`src/rtl/uart_pkg.sv`:
```
// Shared UART definitions: state encoding (common with the receiver), oversampling
// ratio, default frame parameters and the even-parity helper.
package uart_pkg;

  localparam logic [2:0] IDLE   = 3'd0;
  localparam logic [2:0] START  = 3'd1;
  localparam logic [2:0] DATA   = 3'd2;
  localparam logic [2:0] PARITY = 3'd3;
  localparam logic [2:0] STOP   = 3'd4;

  localparam int OVERSAMPLE      = 16;
  localparam int DBIT_DEFAULT    = 8;
  localparam int SB_TICK_DEFAULT = 16;

  typedef enum logic [2:0] {
    ST_IDLE   = IDLE,
    ST_START  = START,
    ST_DATA   = DATA,
    ST_PARITY = PARITY,
    ST_STOP   = STOP
  } state_t;

  // Even parity over the low nbits of d.
  function automatic logic even_parity(input logic [7:0] d, input int nbits);
    logic p;
    p = 1'b0;
    for (int i = 0; i < 8; i++) begin
      if (i < nbits) begin
        p = p ^ d[i];
      end else begin
        p = p;
      end
    end
    return p;
  endfunction

endpackage

```
`src/rtl/uart_tx.sv`:
```
// UART transmitter: start bit, DBIT data bits LSB first, optional even parity bit
// (define UART_TX_PARITY_EN), SB_TICK-tick stop period, paced by a 16x s_tick enable.
module uart_tx
  import uart_pkg::*;
#(
  parameter int DBIT    = DBIT_DEFAULT,
  parameter int SB_TICK = SB_TICK_DEFAULT
) (
  input  logic       clk,
  input  logic       reset,
  input  logic       tx_start,
  input  logic       s_tick,
  input  logic [7:0] din,
  output logic       tx_done_tick,
  output logic       tx_busy,
  output logic       tx
);

  localparam int SW = $clog2(SB_TICK + 1);
  localparam logic [SW-1:0] S_BIT_LAST  = SW'(OVERSAMPLE - 1);
  localparam logic [SW-1:0] S_STOP_LAST = SW'(SB_TICK - 1);
  localparam logic [2:0]    N_LAST      = 3'(DBIT - 1);

  state_t          state_q, state_d;
  logic [SW-1:0]   s_q, s_d;
  logic [2:0]      n_q, n_d;
  logic [7:0]      b_q, b_d;
  logic            tx_q, tx_d;
  logic            done_s;
`ifdef UART_TX_PARITY_EN
  logic            par_q, par_d;
`endif

  // Next-state, counter and shift-register logic.
  always_comb begin
    state_d = state_q;
    s_d     = s_q;
    n_d     = n_q;
    b_d     = b_q;
    done_s  = 1'b0;
`ifdef UART_TX_PARITY_EN
    par_d   = par_q;
`endif
    case (state_q)
      ST_IDLE: begin
        if (tx_start) begin
          state_d = ST_START;
          s_d     = '0;
          n_d     = 3'd0;
          b_d     = din;
`ifdef UART_TX_PARITY_EN
          par_d   = even_parity(din, DBIT);
`endif
        end else begin
          state_d = ST_IDLE;
        end
      end
      ST_START: begin
        if (s_tick && (s_q == S_BIT_LAST)) begin
          state_d = ST_DATA;
          s_d     = '0;
          n_d     = 3'd0;
        end else if (s_tick) begin
          s_d = s_q + SW'(1);
        end else begin
          s_d = s_q;
        end
      end
      ST_DATA: begin
        if (s_tick && (s_q == S_BIT_LAST)) begin
          s_d = '0;
          b_d = {1'b0, b_q[7:1]};
          if (n_q == N_LAST) begin
            n_d = 3'd0;
`ifdef UART_TX_PARITY_EN
            state_d = ST_PARITY;
`else
            state_d = ST_STOP;
`endif
          end else begin
            n_d = n_q + 3'd1;
          end
        end else if (s_tick) begin
          s_d = s_q + SW'(1);
        end else begin
          s_d = s_q;
        end
      end
`ifdef UART_TX_PARITY_EN
      ST_PARITY: begin
        if (s_tick && (s_q == S_BIT_LAST)) begin
          state_d = ST_STOP;
          s_d     = '0;
        end else if (s_tick) begin
          s_d = s_q + SW'(1);
        end else begin
          s_d = s_q;
        end
      end
`endif
      ST_STOP: begin
        if (s_tick && (s_q == S_STOP_LAST)) begin
          state_d = ST_IDLE;
          s_d     = '0;
          done_s  = 1'b1;
        end else if (s_tick) begin
          s_d = s_q + SW'(1);
        end else begin
          s_d = s_q;
        end
      end
      default: begin
        state_d = ST_IDLE;
        s_d     = '0;
        n_d     = 3'd0;
      end
    endcase
  end

  // Line level follows the state being entered, so tx moves on the same edge as the state.
  always_comb begin
    tx_d = 1'b1;
    case (state_d)
      ST_IDLE:   tx_d = 1'b1;
      ST_START:  tx_d = 1'b0;
      ST_DATA:   tx_d = b_d[0];
`ifdef UART_TX_PARITY_EN
      ST_PARITY: tx_d = par_d;
`endif
      ST_STOP:   tx_d = 1'b1;
      default:   tx_d = 1'b1;
    endcase
  end

  // State and datapath registers with synchronous reset.
  always_ff @(posedge clk) begin
    if (reset) begin
      state_q <= ST_IDLE;
      s_q     <= '0;
      n_q     <= 3'd0;
      b_q     <= 8'd0;
      tx_q    <= 1'b1;
`ifdef UART_TX_PARITY_EN
      par_q   <= 1'b0;
`endif
    end else begin
      state_q <= state_d;
      s_q     <= s_d;
      n_q     <= n_d;
      b_q     <= b_d;
      tx_q    <= tx_d;
`ifdef UART_TX_PARITY_EN
      par_q   <= par_d;
`endif
    end
  end

  assign tx_done_tick = done_s;
  assign tx_busy      = (state_q != ST_IDLE);
  assign tx           = tx_q;

endmodule

```
`config.mk`:
```
export PLATFORM = sky130hd
export DESIGN_NAME = uart_tx
export DESIGN_NICKNAME = d
export VERILOG_FILES = /design/src/rtl/uart_pkg.sv /design/src/rtl/uart_tx.sv
export SDC_FILE = /design/constraint.sdc
export NUM_CORES = 1
export LEC_CHECK = 0
export BUFFER_PORTS_ARGS = -buffer_cell sky130_fd_sc_hd__clkbuf_2
export CORE_UTILIZATION = 55
export DETAILED_ROUTE_END_ITERATION = 6
export PLACE_DENSITY = 0.82
export RECOVER_POWER = 25
export SKIP_LAST_GASP = 1
export SLEW_MARGIN = 20
export SYNTH_ARGS = -nofsm -noshare
export SYNTH_HDL_FRONTEND = slang
export SYNTH_SLANG_ARGS = --single-unit
```
`constraint.sdc`:
```
create_clock -name clk -period 2.1 [get_ports clk]
set_input_delay 0.21 -clock clk [delete_from_list [all_inputs] [get_ports clk]]
set_output_delay 0.21 -clock clk [all_outputs]
set_load 0.005 [all_outputs]
```
# [Word level (Yosys, flattened, before mapping)]
# Cells that the tools add are included.
[classes] div=0 magnitude_cmp=0 mux=21 shifts=0 n_eq_ne=11 multipliers=0 n_bitwise=1 n_reduce_logical=8 n_addsub=2
[op_table] cell="$mux 3" count=8
[op_table] cell="$pmux 3 s4" count=2
[op_table] cell="$mux 8" count=2
[op_table] cell="$pmux 8 s2" count=1
[op_table] cell="$mux 5" count=3
[op_table] cell="$pmux 5 s2" count=1
[op_table] cell="$eq 3x1->1 const B" count=2
[op_table] cell="$eq 3x2->1 const B" count=2
[op_table] cell="$eq 3x3->1 const B" count=2
[op_table] cell="$ne 2x2->1 const B" count=3
[op_table] cell="$add 5x1->5 const B" count=1
[op_table] cell="$eq 5x4->1 const B" count=1
[op_table] cell="$reduce_and 4->1" count=1
[op_table] cell="$add 3x1->3 const B" count=1
[op_table] cell="$logic_not 3->1" count=1
[op_table] cell="$mux 1" count=3
[op_table] cell="$ne 3x1->1 const B" count=1
[op_table] cell="$reduce_and 3->1" count=1
[op_table] cell="$reduce_bool 3->1" count=1
[op_table] cell="$reduce_or 3->1" count=1
[op_table] cell="$pmux 1 s2" count=1
[op_table] cell="$reduce_and 2->1" count=1
[op_table] cell="$reduce_bool 2->1" count=1
[op_table] cell="$logic_and 1x1->1" count=1
[op_table] cell="$not 1->1" count=1
[totals] mem_count=0 reg_bits=20 mem_bits_rw=0 mem_bits_ro=0 in_bits=12 word_cells=49 out_inout_bits=3 latch_bits=0

# [Longest topological paths before layout]
# Gate-level depths: netlist of run 1.
[logic_depth] word_depth=6 ltp_mapped=6 ltp_nobuf=5

# [Worst setup path after synthesis of run 1]
# OpenSTA, ideal clock, no wires.
[synth_timing] path_kind="reg-to-reg" start="reg s_q[0]" end="reg n_q[1]" path_stages_with_launch=6 synth_period_minus_slack_ps=1597 path_slack_ps=503 setup_time_ps=70 path_buffers=0 t_required_ps=2030 arrival_time_ps=1526 path_cell_list="dfxtp_1 > ha_1 > and3_2 > a221oi_1 > or4b_1 > a21oi_1"
[synth_via] elab_chain_cells=4 word_cells_on_any_way=5 classes_between="eq/ne: 3; reduce/logical: 2"
[synth_rtl] item="from (decl)" line="uart_tx.sv:25" source="logic [SW-1:0] s_q, s_d;"
[synth_rtl] item="from (signal assigned)" line="uart_tx.sv:139" source="s_q <= '0;"
[synth_rtl] item="from (signal assigned)" line="uart_tx.sv:148" source="s_q <= s_d;"
[synth_rtl] item="$eq 5x4->1 *" line="uart_tx.sv:59, uart_tx.sv:70"
[synth_rtl] item="$logic_and 1x1->1 *" line="uart_tx.sv:59, uart_tx.sv:70"
[synth_rtl] item="$ne 2x2->1 (no line)"
[synth_rtl] item="$reduce_and 4->1 (no line) *"
[synth_rtl] item="to (signal assigned)" line="uart_tx.sv:149" source="n_q <= n_d;"
[synth_rtl] item="to (decl)" line="uart_tx.sv:26" source="logic [2:0] n_q, n_d;"
# Mark *: on every way between the ends. The rest lies on a longest branch, timed or not.
# A chain may end at the register's enable or synchronous reset.

# [Worst setup path in the final report of run 1]
# Same ends and word-level chain as after synthesis.

==> reports/results.txt, run 1 <==
vias per cell: 6.13
clock latency on the worst-skew pair: 310 ps
number of cells traversed by the worst hold path: 3
average instance area after synthesis: 9.25 sq um
share of the yosys chip area belonging to registers: 36.7%
data required time at the worst endpoint: 2350 ps
number of warnings issued by yosys: 0
post-synthesis cell type count: 42
area share of the largest cell type after synthesis: 36.7%
post-layout worst setup margin: 261 ps
number of antenna violations at the first check in global routing: 0
CTS clock-pin slew for the worst setup and hold paths: 120 ps
height of the die: 46.5 um
total congestion overflow after global routing: 0
most used flip-flop cell after synthesis: sky130_fd_sc_hd__dfxtp_1
capturing element of the worst setup path: n_q[1]
cell area after synthesis: 1090 sq um
post-DP HPWL: 1590 um
number of remaining DRC errors: 0
number of DRC markers after the initial detailed-route iteration: 12
net count after synthesis: 133
leading post-synthesis cells by instance count: 20 x sky130_fd_sc_hd__dfxtp_1, 11 x sky130_fd_sc_hd__a21oi_1, 8 x sky130_fd_sc_hd__nand2_1
final-report setup violation count: 0
remaining max-slew budget at the tightest pin: 60.3%
cell area power density: 677 nW/um^2
Final Wtd Congestion: 0.751
R2R Setup Slk: 260 ps
number of top-level design ports: 15
cells after synthesis: 118
transition time at the pin with the least slew margin: 595 ps
area of the core: 1800 sq um
Filler cells: 162
worst-case clock buffer depth: 2
antenna-violating nets left: 0
result of the run: completed
max layer used: met4
floorplan die area: 2170 sq um
max-cap violation count: 0
Slew Viols, Final: 0
most frequent cell after synthesis: sky130_fd_sc_hd__dfxtp_1
post-CTS setup repair buffer count: 0
CTS tree: yes
share of flip-flops with an asynchronous set or reset after synthesis: 0%
mean routed wirelength per cell: 14.1 um
Register Area: 400 sq um
routed wire length on met3: 76 um
number of gates resized after cts: 0
Antenna Diode Count: 0
leakage power of the design: 0.454 nW
count of final hold-check violations: 0
unrepaired setup endpoints after global routing: no
1st-pass router iterations: 4
via count of the first global-routing pass: 849
number of input and output port buffers inserted: 14
largest cells by area after synthesis: sky130_fd_sc_hd__dfxtp_1 37%, sky130_fd_sc_hd__a21oi_1 5.0%, sky130_fd_sc_hd__a22oi_1 4.8%, sky130_fd_sc_hd__a221oi_1 4.8%, sky130_fd_sc_hd__ha_1 3.4%
category of the critical setup timing path: flop to flop
number of buffers added to fix hold violations after cts: 0
cell chosen for the clock root: sky130_fd_sc_hd__clkbuf_4
total area of multi-input combinational cells: 616 sq um
Crit Reg-Reg Endpoint: n_q[1]
top achievable clock speed: 544 MHz
number of clock sinks seen by CTS: 20
post-synthesis to final-layout area growth: 12.2%
worst clock skew: 5.17 ps
layout net count: 150
highest fanout seen on the critical path: 6
total detailed-routing wirelength: 2240 um
share of cells above drive strength 1: 25.4%
die width: 46.5 um
placed inst area: 1180 sq um
cell type with the highest aggregate area in the netlist: sky130_fd_sc_hd__dfxtp_1
setup slack at placement: 313 ps
total non-filler cell area in the finished layout: 1220 sq um
PnR Total Power: 0.829 mW
count of flip-flops with a built-in enable after synthesis: 0
kind of end point of the critical path: flop
crit path time final: 1840 ps
Vias: 974
arrival time at the worst endpoint: 2090 ps
worst hold-check path type: input pin to flop
H-tree depth: 1
CP Launch Type: flop
starting density of the core: 60.6%
startpoint of the worst setup timing path: s_q[0]
met1 WL: 1010 um
aggregate negative setup slack: 0 ps
maximum vdd drop: 0.000560 V
Std-Cell Rows: 15
startpoint of the most critical register-to-register path: s_q[0]
global-route usage over all layers: 23.5%
cell count of the worst reg-to-reg path: 5
maximum number of pins on one net before global-route repair: 20
total CTS buffers: 3
met2 wire len: 1150 um
first-pass GRT wire length: 3590 um
number of flip-flops and latches in the synthesized netlist: 20
portion of the clock cycle consumed by the worst path in the final layout: 87.6%
## metal layers
layer	GRT usage (%)	vias to the layer above
li1	-	488
met1	28.6	460
met2	40.0	24
met3	7.06	2
met4	5.29	0
met5	0	-
## cell families after synthesis
family | share of synthesized area (%)
compound gates | 28.1
simple gates | 24.9
flops | 36.7
buf+inv | 6.08
fa+ha+maj | 3.44
xor+xnor | 0.803
## worst min-delay path by stage
stage,end,from,slack [ps]
detailed placement,b_q[4],b_q[4],450
global placement,b_q[4],b_q[4],440
global route,b_q[7],din[7],150
CTS,b_q[7],din[7],160
finish,b_q[7],din[7],160
floorplan,b_q[7],din[7],370
## registers in the layout, summed over array words and instances (netlist names)
| signal | count |
|---|---|
| b_q | 8 |
| n_q | 3 |
| s_q | 5 |
| state_q | 3 |
| tx | 1 |
## critical path, stage by stage, from the launching register on
cell and delay, ps:
sky130_fd_sc_hd__dfxtp_1 380, sky130_fd_sc_hd__ha_1 190, sky130_fd_sc_hd__and3_1 300, sky130_fd_sc_hd__a221oi_1 210
sky130_fd_sc_hd__or4b_1 550, sky130_fd_sc_hd__a21oi_1 140
## per-stage QoR
stage / instances / hold WS [ps] / utilization, %
2_1_floorplan: 118 / 371 / -
3_3_place_gp: 155 / 442 / 65.7
3_5_place_dp: 155 / 446 / 65.7
4_1_cts: 159 / 162 / 68.6
5_1_grt: 159 / 151 / 67.9
6_report: 159 / 162 / 67.9
## cells in the final DEF (no fill, tap or decap), types with 2 or more instances in the layout
master / Yosys / layout
sky130_fd_sc_hd__a211oi_1: 2 / 2
sky130_fd_sc_hd__nand3_1: 2 / 2
sky130_fd_sc_hd__nand2_1: 8 / 8
sky130_fd_sc_hd__a21oi_1: 11 / 11
sky130_fd_sc_hd__or3_1: 2 / 2
sky130_fd_sc_hd__nor2_1: 6 / 6
sky130_fd_sc_hd__clkbuf_2: 0 / 12
sky130_fd_sc_hd__ha_1: 3 / 3
sky130_fd_sc_hd__or4_1: 4 / 4
sky130_fd_sc_hd__a221oi_1: 6 / 6
sky130_fd_sc_hd__a22oi_1: 7 / 7
sky130_fd_sc_hd__buf_4: 2 / 6
sky130_fd_sc_hd__and3_1: 1 / 2
sky130_fd_sc_hd__clkbuf_4: 0 / 3
sky130_fd_sc_hd__dfxtp_1: 20 / 20
sky130_fd_sc_hd__or2b_2: 2 / 2
sky130_fd_sc_hd__o21ai_0: 7 / 7
sky130_fd_sc_hd__clkbuf_1: 1 / 2
sky130_fd_sc_hd__o31ai_1: 3 / 3
sky130_fd_sc_hd__inv_1: 3 / 3
sky130_fd_sc_hd__nand2b_1: 2 / 2
## power by group
part	switching [mW]	internal [mW]	leakage, nW
logic	0.0596	0.0452	0.263
registers	0.00949	0.395	0.163
clock network	0.126	0.193	0.0279
total	0.195	0.634	0.454
## area by class of cell
type | instances | area share [%]
well taps | 25 | 2.56
clock buffers | 3 | 1.84
repair buffers | 20 | 9.20
inverters | 3 | 0.920
flip-flops and latches | 20 | 32.7
clock inverters | 1 | 2.45
multi-input cells | 87 | 50.3
Power figures use the tool's default switching activity.
==> run 2, diff against run 1 <==
==> constraint.sdc (replaced) <==
create_clock -name clk -period 2.1 [get_ports clk]
set_input_delay 0.42 -clock clk [delete_from_list [all_inputs] [get_ports clk]]
set_output_delay 0.42 -clock clk [all_outputs]
set_load 0.005 [all_outputs]
==> reports/results.txt, run 2 (same netlist as run 1, synthesis figures left out) <==
total area of multi-input combinational cells: 618 sq um
height of the die: 46.5 um
Std-Cell Rows: 15
CTS clock-pin slew for the worst setup and hold paths: 120 ps
antenna-violating nets left: 0
R2R Setup Slk: 240 ps
post-synthesis to final-layout area growth: 11.8%
worst hold-check path type: input pin to flop
total CTS buffers: 3
top register by number of flip-flops: b_q
mean routed wirelength per cell: 13.9 um
max reg flops: 8
cell chain of the critical path: ha_1 -> nand3_1 -> nor2_2 -> and3_1 -> clkbuf_2
cell area power density: 675 nW/um^2
placed inst area: 1180 sq um
Vias: 952
Final Wtd Congestion: 0.737
worst clock skew: 4.85 ps
commonest non-fill, non-tap cell in the layout: sky130_fd_sc_hd__dfxtp_1
cell at the slowest stage of the critical path: sky130_fd_sc_hd__dfxtp_1
via count of the first global-routing pass: 783
hold path endpoint: b_q[7]
number of input and output port buffers inserted: 14
Slew Viols, Final: 0
cell count of the worst reg-to-reg path: 5
portion of the clock cycle consumed by the worst path in the final layout: 92.5%
total non-filler cell area in the finished layout: 1220 sq um
first-pass GRT wire length: 3450 um
maximum vdd drop: 0.000755 V
transition time at the pin with the least slew margin: 576 ps
number of clock sinks seen by CTS: 20
highest-count cells in the layout ignoring fill and taps: 20 x sky130_fd_sc_hd__dfxtp_1, 13 x sky130_fd_sc_hd__clkbuf_2, 11 x sky130_fd_sc_hd__a21oi_1, 8 x sky130_fd_sc_hd__nand2_1
instance count after placement with tap cells included: 155
total detailed-routing wirelength: 2220 um
Antenna Diode Count: 0
number of top-level design ports: 15
highest cell delay on the worst timing path: 390 ps
result of the run: completed
registers with the most flip-flops: b_q: 8 flops, s_q: 5 flops
count of final hold-check violations: 0
number of antenna violations at the first check in global routing: 0
unrepaired setup endpoints after global routing: no
global-route usage over all layers: 22.1%
final-report setup violation count: 0
data required time at the worst endpoint: 1680 ps
startpoint of the most critical register-to-register path: s_q[0]
share of cells above drive strength 1: 25.4%
1st-pass router iterations: 4
number of remaining DRC errors: 0
kind of end point of the critical path: primary output
vias per cell: 5.99
arrival time at the worst endpoint: 1520 ps
aggregate negative setup slack: 0 ps
number of DRC markers after the initial detailed-route iteration: 14
cell chosen for the clock root: sky130_fd_sc_hd__clkbuf_4
remaining max-slew budget at the tightest pin: 61.6%
Register Area: 400 sq um
crit path time final: 1940 ps
leakage power of the design: 0.449 nW
area of the core: 1800 sq um
post-CTS setup repair buffer count: 0
post-DP HPWL: 1620 um
clock latency on the worst-skew pair: 290 ps
CTS tree: yes
H-tree depth: 1
maximum number of pins on one net before global-route repair: 20
highest fanout seen on the critical path: 4
max-cap violation count: 0
die width: 46.5 um
category of the critical setup timing path: flop to primary output
total congestion overflow after global routing: 0
number of cells traversed by the worst hold path: 3
number of buffers added to fix hold violations after cts: 0
Crit Reg-Reg Endpoint: n_q[1]
Layout Cells excl Fill: 159
worst-case clock buffer depth: 2
top achievable clock speed: 515 MHz
Filler cells: 152
Worst Min Path Start: din[7]
starting density of the core: 60.6%
CP Launch Type: flop
layout net count: 150
floorplan die area: 2170 sq um
## run 2: changes by cell type in the layout (fill, tap and decap cells not counted)
cell / before / now
sky130_fd_sc_hd__buf_4: 6 / 4
sky130_fd_sc_hd__clkbuf_1: 2 / 3
sky130_fd_sc_hd__nor2_1: 6 / 5
sky130_fd_sc_hd__nor2_2: 0 / 1
sky130_fd_sc_hd__clkbuf_2: 12 / 13
## run 2: metrics by stage
step / setup slack [ps] / utilization [%] / hold slack (ps) / total power, mW
after global placement: 363 / 65.7 / 442 / 0.515
after detailed placement: 301 / 65.7 / 446 / 0.521
after floorplan: 503 / - / 436 / 0.486
final: 157 / 67.7 / 377 / 0.823
after CTS: 144 / 68.6 / 378 / 0.831
after global routing: 22.3 / 67.7 / 368 / 0.853
## run 2: final cells by class
type / instances / area share (%)
timing repair buffer: 20 / 8.72
clock inverter: 1 / 2.46
sequential: 20 / 32.8
clock buffer: 3 / 1.85
multi-input combinational: 87 / 50.7
tap: 25 / 2.56
inverter: 3 / 0.923
## run 2: worst max-delay path: cells and delay by family (launching register included)
family | cells | cell delay (ps)
DFF | 1 | 390
buffers and inverters | 1 | 100
and+or+nand+nor | 3 | 530
adders and majority gates | 1 | 210
## run 2: timing repair
| action | 4_1_cts | 5_1_grt |
|---|---|---|
| setup endpoints to repair | 0 | 1 |
| hold endpoints to repair | 0 | 0 |
| resized for setup | 0 | 1 |
## run 2: power breakdown
part	total [mW]	internal, mW	leakage, nW	switching, mW
combinational	0.104	0.0443	0.258	0.0598
sequential	0.405	0.395	0.163	0.00915
clock	0.314	0.193	0.0279	0.122
total	0.823	0.632	0.449	0.191
## run 2: worst max path at each step
| stage | from | cells after the start | slack, ps | to |
|---|---|---|---|---|
| 2_1_floorplan | s_q[0] | 5 | 500 | n_q[1] |
| 6_report | s_q[0] | 5 | 160 | tx_done_tick |
| 4_1_cts | s_q[0] | 5 | 140 | tx_done_tick |
| 3_3_place_gp | tx_start | 6 | 360 | s_q[3] |
| 3_5_place_dp | tx_start | 6 | 300 | s_q[3] |
| 5_1_grt | s_q[0] | 5 | 20 | tx_done_tick |
## run 2: layer usage
metal / up-vias / wire, um / global-route usage [%]
met5: - / 0 / 0
met4: 0 / 21 / 5.29
li1: 483 / - / -
met1: 445 / 1020 / 30.4
met2: 22 / 1090 / 35.6
met3: 2 / 87 / 3.53
